==> src/rtl/imm_gen_pipe.sv <==
// rtl/imm_gen_pipe.sv - pipelined RV32/RV64 immediate generator with valid/ready and optional skid entry
module imm_gen_pipe #(
    parameter int XLEN  = 32,
    parameter int TAG_W = 32,
    parameter int SKID  = 1
) (
    input  logic             clk,
    input  logic             rst,
    input  logic             flush,
    input  logic             in_valid,
    output logic             in_ready,
    input  logic [31:0]      in_instr,
    input  logic [TAG_W-1:0] in_tag,
    output logic             out_valid,
    input  logic             out_ready,
    output logic [XLEN-1:0]  out_imm,
    output logic [2:0]       out_imm_type,
    output logic [TAG_W-1:0] out_tag
);

    if (XLEN != 32 && XLEN != 64) begin : g_bad_xlen
        $error("imm_gen_pipe: XLEN must be 32 or 64");
    end

    localparam logic [2:0] T_NONE  = 3'd0;
    localparam logic [2:0] T_I     = 3'd1;
    localparam logic [2:0] T_S     = 3'd2;
    localparam logic [2:0] T_B     = 3'd3;
    localparam logic [2:0] T_U     = 3'd4;
    localparam logic [2:0] T_J     = 3'd5;
    localparam logic [2:0] T_SHAMT = 3'd6;
    localparam logic [2:0] T_ZIMM  = 3'd7;

    logic [6:0]  opc;
    logic [2:0]  f3;
    logic        sgn;
    logic        is_shift;
    logic [63:0] dec_imm64;
    logic [2:0]  dec_type;
    logic [XLEN-1:0] dec_imm;

    assign opc      = in_instr[6:0];
    assign f3       = in_instr[14:12];
    assign sgn      = in_instr[31];
    assign is_shift = (f3 == 3'b001) || (f3 == 3'b101);

    // Immediates are built 64 bits wide and truncated, so RV32 and RV64 share one decoder.
    always_comb begin
        dec_imm64 = 64'd0;
        dec_type  = T_NONE;
        case (opc)
            7'b0010011: begin
                if (is_shift) begin
                    dec_type  = T_SHAMT;
                    dec_imm64 = (XLEN == 64) ? {58'd0, in_instr[25:20]} : {59'd0, in_instr[24:20]};
                end else begin
                    dec_type  = T_I;
                    dec_imm64 = {{52{sgn}}, in_instr[31:20]};
                end
            end
            7'b0000011, 7'b1100111: begin
                dec_type  = T_I;
                dec_imm64 = {{52{sgn}}, in_instr[31:20]};
            end
            7'b0011011: begin
                if (XLEN == 64) begin
                    if (is_shift) begin
                        dec_type  = T_SHAMT;
                        dec_imm64 = {59'd0, in_instr[24:20]};
                    end else begin
                        dec_type  = T_I;
                        dec_imm64 = {{52{sgn}}, in_instr[31:20]};
                    end
                end
            end
            7'b0100011: begin
                dec_type  = T_S;
                dec_imm64 = {{52{sgn}}, in_instr[31:25], in_instr[11:7]};
            end
            7'b1100011: begin
                dec_type  = T_B;
                dec_imm64 = {{51{sgn}}, sgn, in_instr[7], in_instr[30:25], in_instr[11:8], 1'b0};
            end
            7'b0110111, 7'b0010111: begin
                dec_type  = T_U;
                dec_imm64 = {{32{sgn}}, in_instr[31:12], 12'd0};
            end
            7'b1101111: begin
                dec_type  = T_J;
                dec_imm64 = {{43{sgn}}, sgn, in_instr[19:12], in_instr[20], in_instr[30:21], 1'b0};
            end
            7'b1110011: begin
                if (f3 == 3'b101 || f3 == 3'b110 || f3 == 3'b111) begin
                    dec_type  = T_ZIMM;
                    dec_imm64 = {59'd0, in_instr[19:15]};
                end
            end
            default: ;
        endcase
    end

    assign dec_imm = dec_imm64[XLEN-1:0];

    logic             out_valid_q, out_valid_d;
    logic [XLEN-1:0]  out_imm_q, out_imm_d;
    logic [2:0]       out_type_q, out_type_d;
    logic [TAG_W-1:0] out_tag_q, out_tag_d;
    logic             skid_valid_q, skid_valid_d;
    logic [XLEN-1:0]  skid_imm_q, skid_imm_d;
    logic [2:0]       skid_type_q, skid_type_d;
    logic [TAG_W-1:0] skid_tag_q, skid_tag_d;
    logic             in_xfer;
    logic             out_free;

    // With the skid entry, in_ready depends only on registered state, never on out_ready.
    assign in_ready = !rst && ((SKID != 0) ? !skid_valid_q : (!out_valid_q || out_ready));
    assign in_xfer  = in_valid && in_ready && !flush;
    assign out_free = !out_valid_q || out_ready;

    always_comb begin
        out_valid_d  = out_valid_q;
        out_imm_d    = out_imm_q;
        out_type_d   = out_type_q;
        out_tag_d    = out_tag_q;
        skid_valid_d = skid_valid_q;
        skid_imm_d   = skid_imm_q;
        skid_type_d  = skid_type_q;
        skid_tag_d   = skid_tag_q;
        if (flush) begin
            out_valid_d  = 1'b0;
            skid_valid_d = 1'b0;
        end else if (out_free) begin
            if (skid_valid_q) begin
                out_valid_d  = 1'b1;
                out_imm_d    = skid_imm_q;
                out_type_d   = skid_type_q;
                out_tag_d    = skid_tag_q;
                skid_valid_d = in_xfer;
                if (in_xfer) begin
                    skid_imm_d  = dec_imm;
                    skid_type_d = dec_type;
                    skid_tag_d  = in_tag;
                end
            end else begin
                out_valid_d = in_xfer;
                if (in_xfer) begin
                    out_imm_d  = dec_imm;
                    out_type_d = dec_type;
                    out_tag_d  = in_tag;
                end
            end
        end else if (in_xfer && SKID != 0) begin
            skid_valid_d = 1'b1;
            skid_imm_d   = dec_imm;
            skid_type_d  = dec_type;
            skid_tag_d   = in_tag;
        end
    end

    always_ff @(posedge clk) begin
        if (rst) begin
            out_valid_q  <= 1'b0;
            out_imm_q    <= '0;
            out_type_q   <= T_NONE;
            out_tag_q    <= '0;
            skid_valid_q <= 1'b0;
            skid_imm_q   <= '0;
            skid_type_q  <= T_NONE;
            skid_tag_q   <= '0;
        end else begin
            out_valid_q  <= out_valid_d;
            out_imm_q    <= out_imm_d;
            out_type_q   <= out_type_d;
            out_tag_q    <= out_tag_d;
            skid_valid_q <= skid_valid_d;
            skid_imm_q   <= skid_imm_d;
            skid_type_q  <= skid_type_d;
            skid_tag_q   <= skid_tag_d;
        end
    end

    assign out_valid    = out_valid_q;
    assign out_imm      = out_imm_q;
    assign out_imm_type = out_type_q;
    assign out_tag      = out_tag_q;

endmodule

==> config.mk <==
export PLATFORM = sky130hd
export DESIGN_NAME = imm_gen_pipe
export DESIGN_NICKNAME = d
export VERILOG_FILES = /design/src/rtl/imm_gen_pipe.sv
export SDC_FILE = /design/constraint.sdc
export NUM_CORES = 1
export LEC_CHECK = 0
export CAP_MARGIN = 20
export CELL_PAD_IN_SITES_DETAIL_PLACEMENT = 1
export CELL_PAD_IN_SITES_GLOBAL_PLACEMENT = 1
export CORE_AREA = 2 2 124 126
export DETAILED_ROUTE_END_ITERATION = 10
export DIE_AREA = 0 0 126 128
export HOLD_SLACK_MARGIN = 0.06
export MAX_ROUTING_LAYER = met4
export PLACE_DENSITY = 0.95
export SLEW_MARGIN = 25
export SYNTH_ARGS = -nofsm -noshare
export SYNTH_HDL_FRONTEND = slang
export SYNTH_SLANG_ARGS = --single-unit
==> constraint.sdc <==
create_clock -name clk -period 3.8 [get_ports clk]
set_clock_uncertainty 0.15 [all_clocks]
set_input_delay 1.14 -clock clk [delete_from_list [all_inputs] [get_ports clk]]
set_output_delay 1.14 -clock clk [all_outputs]
set_load 0.005 [all_outputs]
---- Yosys cells after proc, flatten, opt, wreduce, memory -nomap -nowiden ----
Cells that the tools add are included.
word-level totals
  logic and storage cells ................. 66
  register bits after elaboration ......... 136
  bits of input ports ..................... 69
operators by class
  mux-type cells .......................... 25
  bitwise gates (word level) .............. 1
  equality and inequality tests ........... 14
  reduce and logical (&&, ||, !) cells .... 18
operators by type and width
  cell                  number
  $mux W32              11
  $pmux W32 S7          1
  $eq A7 B7 Y1 const B  4
  $mux W3               7
  $pmux W3 S7           1
  $eq A7 B5 Y1 const B  2
  $eq A7 B6 Y1 const B  2
  $eq A3 B3 Y1 const B  3
  $eq A7 B2 Y1 const B  1
  $reduce_or A2 Y1      3
  $mux W5               1
  $logic_not A1 Y1      4
  $logic_or A1 B1 Y1    4
  $mux W1               4
  $reduce_bool A2 Y1    2
  $eq A3 B1 Y1 const B  1
  $logic_and A1 B1 Y1   3
  $reduce_and A3 Y1     1
  $ne A2 B2 Y1 const B  1
  $reduce_and A2 Y1     1
  $not A1 Y1            1

---- Logic depth before layout (Yosys ltp) ----
Gate-level depths: netlist of the first run.
  depth after elaboration ................. 8
  depth in mapped cells ................... 8
  gate-level depth less buffers ........... 5

---- Worst setup path before layout of the first run ----
OpenSTA, ideal clock, no wires.
  path kind ............................... input port to flip-flop
  start point ............................. input port in_instr[6]
  end point ............................... register out_imm_q[21], in the netlist out_imm[21]
  required time ........................... 3564 ps
  arrival ................................. 2505 ps
  setup time .............................. 86 ps
  stages .................................. 7
  slack ................................... 1059 ps
  path buffers ............................ 2
  cell sequence ........................... buf_4 > or3_4 > o221a_4 > o2bb2ai_4 > a21oi_2 > buf_6 > a221oi_2
between the ends
  word-level cells in the longest chain between the ends .. 5
RTL lines
  item                                        line  RTL
  from (decl)                                 12    input logic [31:0] in_instr,
  $eq A7 B6 Y1, or another cell as far along  51    case (opc)
  $reduce_or A2 Y1                            51
  $pmux W32 S7 *                              51
  $mux W32 *                                  146   if (in_xfer) begin
  $mux W32 *                                  133   if (skid_valid_q) begin
  to (signal assigned)                        172   out_imm_q <= out_imm_d;
  to (decl)                                   105   logic [XLEN-1:0] out_imm_q, out_imm_d;
Every way passes the cells marked *; elsewhere a longest branch is shown, timed or not. The select of a mux whose other input is x is not followed.
A chain may end at the register's enable or synchronous reset.

---- Worst setup path after layout of the first run ----
  start point ............................. input port rst
  end point ............................... output port in_ready
between the ends
  word-level cells in the longest chain between the ends .. 2
RTL lines
  item                 line  RTL
  from (decl)          8     input logic rst,
  $logic_not A1 Y1     116   assign in_ready = !rst && ((SKID != 0) ? !skid_valid_q : (!out_valid_q || out_ready));
  $logic_and A1 B1 Y1  116
  to (decl)            11    output logic in_ready,
Every way passes these cells.

==> results of run 1 <==
power by group through the flow:
stage	sequential (mW)	combinational [mW]	clock (mW)
after detailed placement	1.52	0.343	0
final	1.49	0.347	1.71
after global routing	1.50	0.374	1.79
after global placement	1.52	0.332	0
after floorplan	1.52	0.145	0
after CTS	1.49	0.348	1.73
cell families (layout without fill, tap and decap cells):
group,after synthesis,after routing,share of synthesized area
flip-flops,136,136,0.468
buffers and inverters,60,184,0.0458
AND/OR/NAND/NOR,239,239,0.172
AO/OA/AOI/OAI,200,200,0.257
multiplexers,32,32,0.0550
XOR/XNOR,1,1,0.00151
worst max path at each step:
stage | slack, ps | end | start | cells past startpoint
finish | 470 | in_ready | rst | 3
CTS | 460 | in_ready | rst | 3
global placement | 380 | out_imm[30] | in_valid | 6
floorplan | 1060 | out_imm[21] | in_instr[6] | 7
global route | 400 | in_ready | rst | 3
detailed placement | 290 | out_imm[30] | in_valid | 6
Yosys cell counts (2+ instances only):
library cell / n
or2_2: 2
a21oi_1: 54
a211oi_2: 10
buf_6: 3
mux2i_1: 32
nand2b_1: 3
dfxtp_1: 136
nor2_1: 85
nor2b_1: 3
o32ai_1: 6
inv_1: 2
o21ai_0: 30
nor3b_1: 2
a221oi_1: 13
buf_2: 12
a211oi_1: 50
nor3_1: 7
o22ai_1: 4
nand2_1: 119
a32oi_1: 5
a221oi_2: 10
a22o_1: 6
a21oi_2: 2
nand3_1: 3
and3_1: 6
clkbuf_1: 42
area by class of cell:
type                    instances  area [µm²]  share of cell area
multi-input cells             472        2840               0.358
flip-flops and latches        136        2720               0.344
repair buffers                150        1500               0.190
clock buffers                  19         443              0.0559
well taps                     188         235              0.0297
clock inverters                13         168              0.0212
inverters                       2        7.51            0.000948
worst min-delay path, cell delays in order (launching register included):
cell     delay, ps
dfxtp_1        310
nand2_1         50
a21oi_1         50
registers in the layout, indices dropped and copies added, names as in the netlist:
name,flops
skid_valid_q,1
out_imm,32
out_imm_type,3
skid_type_q,3
out_valid,1
skid_imm_q,32
skid_tag_q,32
out_tag,32
layer usage:
metal	wire length [µm]	track usage	part of all wire
met5	0	-	0
met4	566	0.0976	0.029
met3	980	0.0513	0.051
met2	9720	0.421	0.51
met1	7970	0.284	0.41
==> flow_summary.toml, run 1 <==
[logic_synthesis]
ys_types = 47
synth_seq_area_share = 0.468
synth-edff-count = 0
yosysTopAreaCell = "dfxtp_1"
yosysWarnings = 0
syn_area_um2 = 5820
synth_area_per_cell_um2 = 8.71
synthTopCellsByArea = "dfxtp_1 (47%), nand2_1 (7.7%), a211oi_1 (6.5%)"
async_flop_share = 0
netlist.area_leader.share = 0.468
ys_ff_latch = 136
synth_nets = 737
synth_ff_type = "dfxtp_1"
synthCells = 668

[sta]
drv_slew = 0
worstMarginPinSlew_ps = 995
hold_viol = 0
slew_headroom = 0.336
fin_ws_ps = 474
tns_ps = 0
setup_viol = 0
rsz0062_at_grt = "false"
whs_ps = 305
period_needed_ps = 3330
fmax_ghz = 0.301
fin_crit_sh = 0.875

[placement]
numPortBuffers = 137
place_ws_ps = 287
dp_hpwl_um = 12400
gp_congestion = 0.893
dpl_cell_area_um2 = 7310
dp_cells = 948

[power]
seqPwrFrac = 0.421
netSwitchingFraction = 0.238
pwr-share-comb = 0.098
p_sw_uw = 843
internal-power_mw = 2.70
power_leakage_nw = 2.54
clock_power_share = 0.481
power_mw = 3.55
ir_worst_vdd_mv = 0.296
power_density_nw_per_um2 = 448

[cts]
root_buffer = "clkbuf_16"
clkSinkCount = 136
cts_resized = 0
clock_latency_ps = 420
cts_hold_buf = 0
cts_setup_buffers = 0
clk_pin_slew_ps = 60
htreeDepth = 4
ctsLongestPathBuffers = 2
numCtsBuffers = 17
cts_tree = "yes"

[drt]
via_count = 5600
drcViolationCount = 0
drtAntennaViolNets = 0
wl_um = 19200
drtPass1Iterations = 4
first_iter_violations = 357
wire_per_inst_um = 19.6
vias_per_cell = 5.71

[final_layout]
nNetsFinal = 848
final_common_cell = "clkdlybuf4s50_1"
nFillCells = 1714
instances_no_fill = 980
area_growth_pct = 36.1
fin_area_um2 = 7920
antenna_cells = 0
layout_common_cells = "clkdlybuf4s50_1 (136), dfxtp_1 (135), nand2_1 (119)"
final_core_util = 0.533
drive_gt1_frac = 0.0985

[worst_setup_path]
crit_path_start_kind = "input pin"
arrival_ps = 2040
slowest_delay_ps = 560
worstReg2RegStart = "skid_valid_q"
critPathMaxFanout = 4
path_cells = "buf_4 > nor2_1 > clkdlybuf4s50_1"
cp_top_family = "buffers and inverters"
cp.required_ps = 2510
r2r_end = "skid_imm_q[31]"
r2r_setup_slack_ps = 1370
path_buf_inv = 2
crit_path_end_kind = "output port"
path_class = "input pin to output port"
reg2reg_depth = 6
slowest_stage = "clkdlybuf4s50_1"

[floorplanning]
die_h_um = 128
pin_count = 138
dieArea_um2 = 16100
rows = 45
initial_utilization = 0.391
coreArea_um2 = 14900
fp.dieW_um = 126

[hold_path]
hold_path_end = "skid_tag_q[13]"
hold_depth = 2
min_from = "skid_tag_q[13]"
hold_path_class = "register to register"

[global_routing]
grt_pass1_wl_um = 30700
grt_pass1_vias = 5866
antenna_found_initial = 0
grt.overflow.total = 0
grt_max_degree = 106
grtUsageTotal = 0.246

[run_status]
outcome = "completed"

[run]
drv_cap = 0
(Power assumes the default switching activity.)
==> run 2, diff against run 1 <==
--- a/config.mk
+++ b/config.mk
@@ -14,6 +14,7 @@
 export HOLD_SLACK_MARGIN = 0.06
 export MAX_ROUTING_LAYER = met4
 export PLACE_DENSITY = 0.95
+export SKIP_LAST_GASP = 1
 export SLEW_MARGIN = 25
 export SYNTH_ARGS = -nofsm -noshare
 export SYNTH_HDL_FRONTEND = slang
==> results of run 2 <==
Same layout as run 1: the final DEF is identical, and so are final timing and power.
==> run 3, diff against run 2 <==
--- a/config.mk
+++ b/config.mk
@@ -8,12 +8,13 @@
 export CAP_MARGIN = 20
 export CELL_PAD_IN_SITES_DETAIL_PLACEMENT = 1
 export CELL_PAD_IN_SITES_GLOBAL_PLACEMENT = 1
-export CORE_AREA = 2 2 124 126
+export CORE_AREA = 2 2 111 113
 export DETAILED_ROUTE_END_ITERATION = 10
-export DIE_AREA = 0 0 126 128
+export DIE_AREA = 0 0 113 115
+export DONT_BUFFER_PORTS = 1
 export HOLD_SLACK_MARGIN = 0.06
 export MAX_ROUTING_LAYER = met4
-export PLACE_DENSITY = 0.95
+export PLACE_DENSITY = 0.94
 export SKIP_LAST_GASP = 1
 export SLEW_MARGIN = 25
 export SYNTH_ARGS = -nofsm -noshare
==> run 3 against run 2 <==
  * The run now ends with design-rule violations left
  * Register-to-register slack lost 340 ps
  * Non-clock buffer count shrank 144
  * Worst setup slack gained 360 ps
  * Via count shrank 12%
  * Cell area shrank 20%
  * Highest routed layer unchanged
  * First-iteration DRC count shrank 1.1%
  * Final cell count shrank 19%
  * Clock power shrank 12%
  * Die area shrank 19%
  * Combinational power shrank 57%
  * Critical path type is now input pin to register
  * Fmax grew 12%
==> flow_summary.toml, run 3 (synthesis results as in run 1) <==
[power]
power_leakage_nw = 1.94
ir_worst_vdd_mv = 0.320
netSwitchingFraction = 0.243
p_sw_uw = 766
pwr-share-comb = 0.047
clock_power_share = 0.477
internal-power_mw = 2.38
seqPwrFrac = 0.476
power_density_nw_per_um2 = 495

[run_status]
outcome = "finished, violations left"
failed_checks = "design-rule violations"

[floorplanning]
initial_utilization = 0.493
die_h_um = 115
dieArea_um2 = 13000
rows = 40
pin_count = 138
fp.dieW_um = 113
coreArea_um2 = 11800

[drt]
vias_per_cell = 6.16
wl_um = 17000
drtPass1Iterations = 8
via_count = 4901
first_iter_violations = 353
drcViolationCount = 7
wire_per_inst_um = 21.3
drtAntennaViolNets = 0

[final_layout]
area_growth_pct = 9.22
drive_gt1_frac = 0.108
nNetsFinal = 704
instances_no_fill = 796
layout_common_cells = "dfxtp_1 (135), nand2_1 (119), nor2_1 (85)"
final_common_cell = "dfxtp_1"

[cts]
clkSinkCount = 136
htreeDepth = 4
cts_hold_buf = 0
cts_setup_buffers = 0
root_buffer = "clkbuf_16"
clk_pin_slew_ps = 60
ctsLongestPathBuffers = 2
cts_resized = 0
cts_tree = "yes"
numCtsBuffers = 17
clock_latency_ps = 410

[sta]
slew_headroom = 0.447
fin_crit_sh = 0.780
fmax_ghz = 0.337
tns_ps = 0
hold_viol = 0
period_needed_ps = 2960
rsz0062_at_grt = "false"
worstMarginPinSlew_ps = 827
drv_slew = 0
setup_viol = 0

[global_routing]
grt.overflow.total = 0
grtUsageTotal = 0.271
antenna_found_initial = 1
grt_max_degree = 136
grt_pass1_wl_um = 26900
grt_pass1_vias = 5246

[worst_setup_path]
path_cells = "nand2b_1 > nor3_1 > nand3_1 > a21oi_2 > a211oi_2"
cp.required_ps = 3920
slowest_stage = "a21oi_2"
path_buf_inv = 0
critPathMaxFanout = 12
path_class = "input pin to register"
slowest_delay_ps = 770
crit_path_start_kind = "input pin"
cp_top_family = "simple AND/OR/NAND/NOR gates"
arrival_ps = 3080
crit_path_end_kind = "register"

[placement]
numPortBuffers = 0
dp_cells = 763
dp_hpwl_um = 11300
gp_congestion = 0.874

[run]
drv_cap = 0

[hold_path]
hold_path_class = "register to register"
run 3: area by class of cell:
cell class	count	area [µm²]
multi-input cells	472	2840
clock buffers	19	443
fillers	1344	5460
well taps	147	184
inverters	2	7.51
repair buffers	6	57.6
diodes	1	2.50
flip-flops and latches	136	2720
clock inverters	13	98.8
run 3: per-stage QoR:
stage | util | area, µm² | setup WS, ps | hold slack (ps) | power [mW]
3_3_place_gp | 0.492 | 5810 | 558 | 284 | 1.66
4_1_cts | 0.538 | 6350 | 861 | 301 | 3.17
6_report | 0.538 | 6360 | 837 | 305 | 3.15
5_1_grt | 0.538 | 6360 | 657 | 320 | 3.25
3_5_place_dp | 0.492 | 5810 | 501 | 293 | 1.68
2_1_floorplan | - | 5820 | 1060 | 282 | 1.66
run 3: layer usage:
metal | track usage | routed length, µm | up-vias
met3 | 0.0843 | 1260 | 41
met2 | 0.448 | 8580 | 147
met1 | 0.304 | 6710 | 2390
li1 | - | - | 2323
met5 | - | 0 | -
met4 | 0.119 | 421 | 0
run 3: path summary, 6_finish.rpt:
| check | from | to | slack [ps] | depth (start not counted) |
|---|---|---|---|---|
| setup reg to reg | skid_valid_q | skid_imm_q[30] | 1030 | 4 |
| hold reg to reg | skid_tag_q[22] | skid_tag_q[22] | 310 | 2 |
| setup / recovery | out_ready | skid_imm_q[30] | 840 | 5 |
| hold / removal | skid_tag_q[22] | skid_tag_q[22] | 310 | 2 |
run 3: worst min-delay path, stage by stage (launching register included):
cell and delay, ps:
dfxtp_1 310, nand2_1 50, a21oi_1 50
run 3: power groups by stage:
stage,Clock (mW),Combinational (mW),Sequential [mW]
5_1_grt,1.58,0.166,1.50
3_3_place_gp,0,0.135,1.53
2_1_floorplan,0,0.145,1.52
6_report,1.50,0.148,1.50
4_1_cts,1.53,0.149,1.50
3_5_place_dp,0,0.146,1.53
